--- src/rtl/mips_core_pkg.sv ---
// mips_core_pkg: types shared by the out-of-order core blocks.
//   PREG_W         physical register tag width
//   ActiveListIdx  index into the default 32-entry active list
//   ALState        active list control states (normal / rollback / end-of-flush)
package mips_core_pkg;

   localparam int PREG_W   = 6;
   localparam int AL_DEPTH = 32;
   localparam int AL_IDX_W = $clog2(AL_DEPTH);

   typedef logic [AL_IDX_W-1:0] ActiveListIdx;

   typedef enum logic [1:0] {
      AL_NORMAL   = 2'd0,
      AL_ROLLBACK = 2'd1,
      AL_END      = 2'd2
   } ALState;

endpackage

--- src/rtl/active_list.sv ---
// active_list: in-order circular buffer of renamed instructions.
//   Dispatch allocates the tail entry, completion marks entries done, the head
//   retires in order once done, and a flush walks the tail back one entry per
//   cycle, reporting each discarded entry so the rename map can be restored.
// Ports
//   clk, rst_n                 clock, synchronous active-low reset
//   disp_valid/disp_ready      dispatch handshake; disp_* payload
//   alloc_index                index handed to the dispatching instruction
//   done_valid/done_index      execution completion of one entry
//   commit_*                   registered retirement of the head entry
//   flush_valid/flush_index    mispredicted entry; younger entries discarded
//   rb_*                       registered report of one rolled-back entry
//   end_flush                  one-cycle pulse when rollback has finished
//   count                      number of occupied entries
module active_list #(
   parameter int DEPTH  = 32,
   parameter int PREG_W = 6,
   parameter int ID_W   = 32
) (
   input  logic                       clk,
   input  logic                       rst_n,
   input  logic                       disp_valid,
   output logic                       disp_ready,
   input  logic                       disp_uses_rw,
   input  logic [4:0]                 disp_arch_rw,
   input  logic [PREG_W-1:0]          disp_new_preg,
   input  logic [PREG_W-1:0]          disp_old_preg,
   input  logic [ID_W-1:0]            disp_id,
   output logic [$clog2(DEPTH)-1:0]   alloc_index,
   input  logic                       done_valid,
   input  logic [$clog2(DEPTH)-1:0]   done_index,
   output logic                       commit_valid,
   output logic                       commit_uses_rw,
   output logic [PREG_W-1:0]          commit_old_preg,
   output logic [ID_W-1:0]            commit_id,
   input  logic                       flush_valid,
   input  logic [$clog2(DEPTH)-1:0]   flush_index,
   output logic                       rb_valid,
   output logic                       rb_uses_rw,
   output logic [4:0]                 rb_arch_rw,
   output logic [PREG_W-1:0]          rb_old_preg,
   output logic [PREG_W-1:0]          rb_new_preg,
   output logic                       end_flush,
   output logic [$clog2(DEPTH):0]     count
);

   import mips_core_pkg::*;

   localparam int IDX_W = $clog2(DEPTH);
   localparam int CNT_W = IDX_W + 1;
   localparam logic [CNT_W-1:0] FULL = CNT_W'(DEPTH);

   ALState             state_reg;
   logic [IDX_W-1:0]   head_reg;
   logic [IDX_W-1:0]   tail_reg;
   logic [IDX_W-1:0]   stop_reg;
   logic [CNT_W-1:0]   count_reg;
   logic [DEPTH-1:0]   done_reg;

   // Entry payload; no reset needed, every entry is written before it is read.
   logic               uses_rw_mem  [DEPTH];
   logic [4:0]         arch_rw_mem  [DEPTH];
   logic [PREG_W-1:0]  new_preg_mem [DEPTH];
   logic [PREG_W-1:0]  old_preg_mem [DEPTH];
   logic [ID_W-1:0]    id_mem       [DEPTH];

   logic               disp_fire;
   logic               commit_fire;
   logic               done_hit;
   logic [IDX_W-1:0]   done_off;
   logic [IDX_W-1:0]   tail_dec;

   // A flush in the same cycle wins over dispatch, so ready drops with it.
   // Ready looks at the pre-commit count: a full list cannot accept an entry
   // even when the head retires in the same cycle.
   assign disp_ready  = (state_reg == AL_NORMAL) && (count_reg < FULL) && !flush_valid;
   assign disp_fire   = disp_valid && disp_ready;
   assign commit_fire = (state_reg == AL_NORMAL) && !flush_valid &&
                        (count_reg != '0) && done_reg[head_reg];

   // An entry is occupied when its distance from the head is below count;
   // completions for free (or already rolled-back) slots are dropped.
   assign done_off = done_index - head_reg;
   assign done_hit = done_valid && ({1'b0, done_off} < count_reg);

   assign tail_dec    = tail_reg - IDX_W'(1);
   assign alloc_index = tail_reg;
   assign count       = count_reg;

   always_ff @(posedge clk) begin
      if (disp_fire) begin
         uses_rw_mem[tail_reg]  <= disp_uses_rw;
         arch_rw_mem[tail_reg]  <= disp_arch_rw;
         new_preg_mem[tail_reg] <= disp_new_preg;
         old_preg_mem[tail_reg] <= disp_old_preg;
         id_mem[tail_reg]       <= disp_id;
      end
   end

   always_ff @(posedge clk) begin
      if (!rst_n) begin
         state_reg       <= AL_NORMAL;
         head_reg        <= '0;
         tail_reg        <= '0;
         stop_reg        <= '0;
         count_reg       <= '0;
         done_reg        <= '0;
         commit_valid    <= 1'b0;
         commit_uses_rw  <= 1'b0;
         commit_old_preg <= '0;
         commit_id       <= '0;
         rb_valid        <= 1'b0;
         rb_uses_rw      <= 1'b0;
         rb_arch_rw      <= '0;
         rb_old_preg     <= '0;
         rb_new_preg     <= '0;
         end_flush       <= 1'b0;
      end else begin
         commit_valid <= 1'b0;
         rb_valid     <= 1'b0;
         end_flush    <= 1'b0;

         // Completion is honoured in every state, including the flush cycle.
         if (done_hit) begin
            done_reg[done_index] <= 1'b1;
         end

         case (state_reg)
            AL_NORMAL: begin
               if (flush_valid) begin
                  state_reg <= AL_ROLLBACK;
                  stop_reg  <= flush_index + IDX_W'(1);
               end else begin
                  if (disp_fire) begin
                     done_reg[tail_reg] <= 1'b0;
                     tail_reg           <= tail_reg + IDX_W'(1);
                  end
                  if (commit_fire) begin
                     commit_valid    <= 1'b1;
                     commit_uses_rw  <= uses_rw_mem[head_reg];
                     commit_old_preg <= old_preg_mem[head_reg];
                     commit_id       <= id_mem[head_reg];
                     head_reg        <= head_reg + IDX_W'(1);
                  end
                  count_reg <= count_reg + CNT_W'(disp_fire) - CNT_W'(commit_fire);
               end
            end

            // Discard youngest first until the tail sits just past the
            // mispredicted entry.
            AL_ROLLBACK: begin
               if (tail_reg != stop_reg) begin
                  tail_reg    <= tail_dec;
                  count_reg   <= count_reg - CNT_W'(1);
                  rb_valid    <= 1'b1;
                  rb_uses_rw  <= uses_rw_mem[tail_dec];
                  rb_arch_rw  <= arch_rw_mem[tail_dec];
                  rb_old_preg <= old_preg_mem[tail_dec];
                  rb_new_preg <= new_preg_mem[tail_dec];
               end else begin
                  state_reg <= AL_END;
                  end_flush <= 1'b1;
               end
            end

            AL_END: begin
               state_reg <= AL_NORMAL;
            end

            default: begin
               state_reg <= AL_NORMAL;
            end
         endcase
      end
   end

endmodule

--- config.mk ---
export PLATFORM = sky130hd
export DESIGN_NAME = active_list
export DESIGN_NICKNAME = d
export VERILOG_FILES = /design/src/rtl/mips_core_pkg.sv /design/src/rtl/active_list.sv
export SDC_FILE = /design/constraint.sdc
export NUM_CORES = 2
export LEC_CHECK = 0
export CAP_MARGIN = 20
export CORE_MARGIN = 2
export CORE_UTILIZATION = 40
export DETAILED_ROUTE_END_ITERATION = 10
export HOLD_SLACK_MARGIN = 0.06
export PLACE_DENSITY = 0.54
export SETUP_SLACK_MARGIN = 0.1
export SLEW_MARGIN = 15
export SYNTH_ARGS = -nofsm -noshare
export SYNTH_HDL_FRONTEND = slang
export SYNTH_SLANG_ARGS = --single-unit
--- constraint.sdc ---
create_clock -name clk -period 12.15 [get_ports clk]
set_input_delay 3.645 -clock clk [delete_from_list [all_inputs] [get_ports clk]]
set_output_delay 3.645 -clock clk [all_outputs]
set_load 0.03 [all_outputs]
==> run_results.csv <==
group,metric,value,unit
sta,tightestPinTransition,1.184,ns
worst_setup_path,timing.rr.start,"head_reg[1]$_SDFFE_PN0P_",
route,routed_via_density,5.735,
worst_setup_path,r2r_end,"commit_id[17]$_SDFFE_PN0P_",
worst_setup_path,reg2reg_setup_slack,7.45,ns
yosys,synth.distinct_cells,61,
route,wl_per_cell,29.32,µm
clocking,clock_path_buffers,3,
final_layout,top_register,"id_mem",
yosys,ys_warn_count,0,
global_routing,grt_pass1_wl,254000,µm
sta,fmax,112.0,MHz
clocking,insertion_delay,0.83,ns
clocking,clock-root-buffer,"clkbuf_16",
die,die-height,415.7,µm
clocking,path_clk_slew,0.06,ns
worst_setup_path,worstSetupStartpointType,"input pin",
final_layout,largest_reg_flops,1024,
yosys,synthCells,3397,
yosys,yosysMostFrequentCell,"edfxtp_1",
placement,io_buffers,136,
yosys,synthFlopType,"edfxtp_1",
placement,gp_congestion,0.7518,
run_status,status,"finished clean",
worst_setup_path,crit_type,"in2out",
die,coreArea,168900,µm²
sta,holdWs,0.4550,ns
die,ios,137,
yosys,synth_common_cells,"edfxtp_1 (1600), mux4_2 (431), nand2_1 (162)",
yosys,synth_area_per_cell,19.96,µm²
min_path,hp-class,"reg2reg",
global_routing,globalRouteTotalUtil,20.28,%
die,die_area,172800,µm²
power_and_ir_drop,vdd_drop_max,0.1777,mV
placement,dp_hpwl,96390,µm
die,num_rows,151,
yosys,synth_edf_count,1600,
global_routing,grt_max_degree,93,
route,vias,34340,
yosys,netlist_area,67800,µm²
yosys,yosysTopAreaCell,"edfxtp_1",
clocking,htreeDepth,4,
power_and_ir_drop,power.density,182.6,nW/µm²
sta,drv_slew,0,
route,drt_iter0_drc,3273,
final_layout,top_regs,"id_mem (1024), new_preg_mem (192), old_preg_mem (192)",
min_path,hold_start,"commit_id[4]$_SDFFE_PN0P_",
worst_setup_path,cp.required,8.50,ns
run,drv_cap,0,
worst_setup_path,worst_ep_arrival_time,5.29,ns
sta,fin_crit,8.931,ns
worst_setup_path,crit_start,"flush_valid",
power_and_ir_drop,p_total,14.17,mW
yosys,synthTopCellsByArea,"edfxtp_1 (71%), mux4_2 (14%), dfxtp_1 (3.4%)",
final_layout,drive_gt1_share,23.55,%
final_layout,layout.nets,3706,
global_routing,grt_overflow,0,
clocking,numCtsBuffers,180,
worst_setup_path,cp_max_fo,4,
route,drc,0,
sta,rsz0062_at_grt,"false",
sta,relSlewSlack,21.09,%
final_layout,syn_to_final_growth,14.44,%
final_layout,final_area,77590,µm²
min_path,whs_endpoint,"commit_id[4]$_SDFFE_PN0P_",
sta,min_period_over_period,73.51,%
worst_setup_path,setup.worst_path.end_class,"primary output",
placement,placed_cell_area,71900,µm²
clocking,cts_setup_buffers,0,
global_routing,grt_pass1_vias,35020,
sta,finalSetupViolCount,0,
route,ant_nets,0,
worst_setup_path,reg2regPathDepth,8,
yosys,synth_nets,3491,
sta,hold_viol_final,0,
route,finalWirelength,175500,µm
clocking,clkSinkCount,1715,
die,die_x,415.7,µm
clocking,holdBufCountCts,0,
clocking,post_cts_resized,0,
min_path,holdPathStages,2,
sta,setup-tns-final,0,ns
global_routing,antenna_found_initial,6,
yosys,ys_seq_area_share,74.26,%
route,first_pass_iters,5,
yosys,ys_async_sr_fraction,0,%
clocking,cts_tree,"yes",
yosys,netlist.area_leader.share,70.87,%
yosys,synth-seq-cells,1715,
die,start_util,40.14,%
power_and_ir_drop,p_leak,23.60,nW
sta,fin_skew,0.05432,ns
==> how the worst max path moves through the flow <==
stage / end / cells past startpoint / slack (ns)
global placement: disp_ready / 4 / 3.23
finish: disp_ready / 4 / 3.22
global route: disp_ready / 4 / 3.18
detailed placement: disp_ready / 4 / 3.20
floorplan: disp_ready / 2 / 4.08
CTS: disp_ready / 4 / 3.20
==> cell type report <==
class | instances | area, µm²
sequential | 1715 | 50360
fill | 14330 | 91320
antenna | 3 | 7.507
multi-input combinational | 1447 | 16490
tap | 2218 | 2775
timing repair buffer | 243 | 2195
clock buffer | 243 | 4903
inverter | 25 | 93.84
clock inverter | 93 | 759.5
==> kinds of logic (layout without fill, tap and decap cells) <==
| logic type | after synthesis | in the layout | share of synthesized area [%] |
|---|---|---|---|
| DFF | 1715 | 1715 | 74.26 |
| adders and majority gates | 29 | 29 | 0.5573 |
| muxes | 524 | 524 | 15.69 |
| other | 0 | 3 | 0 |
| and+or+nand+nor | 494 | 494 | 3.337 |
| buffers and inverters | 235 | 604 | 1.960 |
| AOI/OAI and AO/OA | 376 | 376 | 3.877 |
| xor gates and xnor gates | 24 | 24 | 0.3101 |
==> where the power goes <==
part           leakage [nW]  switching [mW]  internal, mW
combinational          5.52            1.37         0.876
clock                  2.76            2.30          2.97
sequential             15.3          0.0752          6.56
==> critical path: stages <==
cell,delay (ns)
clkdlybuf4s50_1,0.43
or3_1,0.41
nor2_1,0.12
clkdlybuf4s50_1,0.68
==> metrics by stage <==
stage                     std cells  setup slack [ns]  utilization [%]
after floorplan                3397             4.082                -
after global placement         5633             3.228            42.51
after detailed placement       5640             3.203            42.57
after CTS                      5976             3.204            45.92
after global routing           5984             3.178            45.93
final                          5987             3.219            45.94
==> cell usage in the layout (no fill, tap or decap), types with 18 or more instances in the layout <==
cell	count
a21oi_1	59
nor2_4	34
inv_1	23
o22ai_1	48
a31oi_1	21
o221ai_1	33
mux2i_1	89
o21ai_0	34
nand3_1	82
dfxtp_1	111
edfxtp_1	1600
o21ai_1	37
a22oi_1	30
a32oi_1	18
clkinv_1	38
or4_1	24
nor2b_1	26
mux4_2	431
clkbuf_1	49
nor3_1	20
buf_2	19
nand2_1	160
a32o_1	19
a211oi_1	34
ha_1	26
clkbuf_16	182
clkinv_2	25
clkdlybuf4s50_1	116
o221a_2	18
buf_4	90
nor2_1	106
==> per-layer routing <==
metal / vias up / global-route usage [%] / share of wire, %
li1: 14570 / - / -
met5: - / 0 / 0
met1: 18470 / 28.50 / 44
met3: 243 / 3.472 / 5.6
met2: 1057 / 33.09 / 49
met4: 0 / 4.851 / 2.0
(Power assumes the default switching activity.)
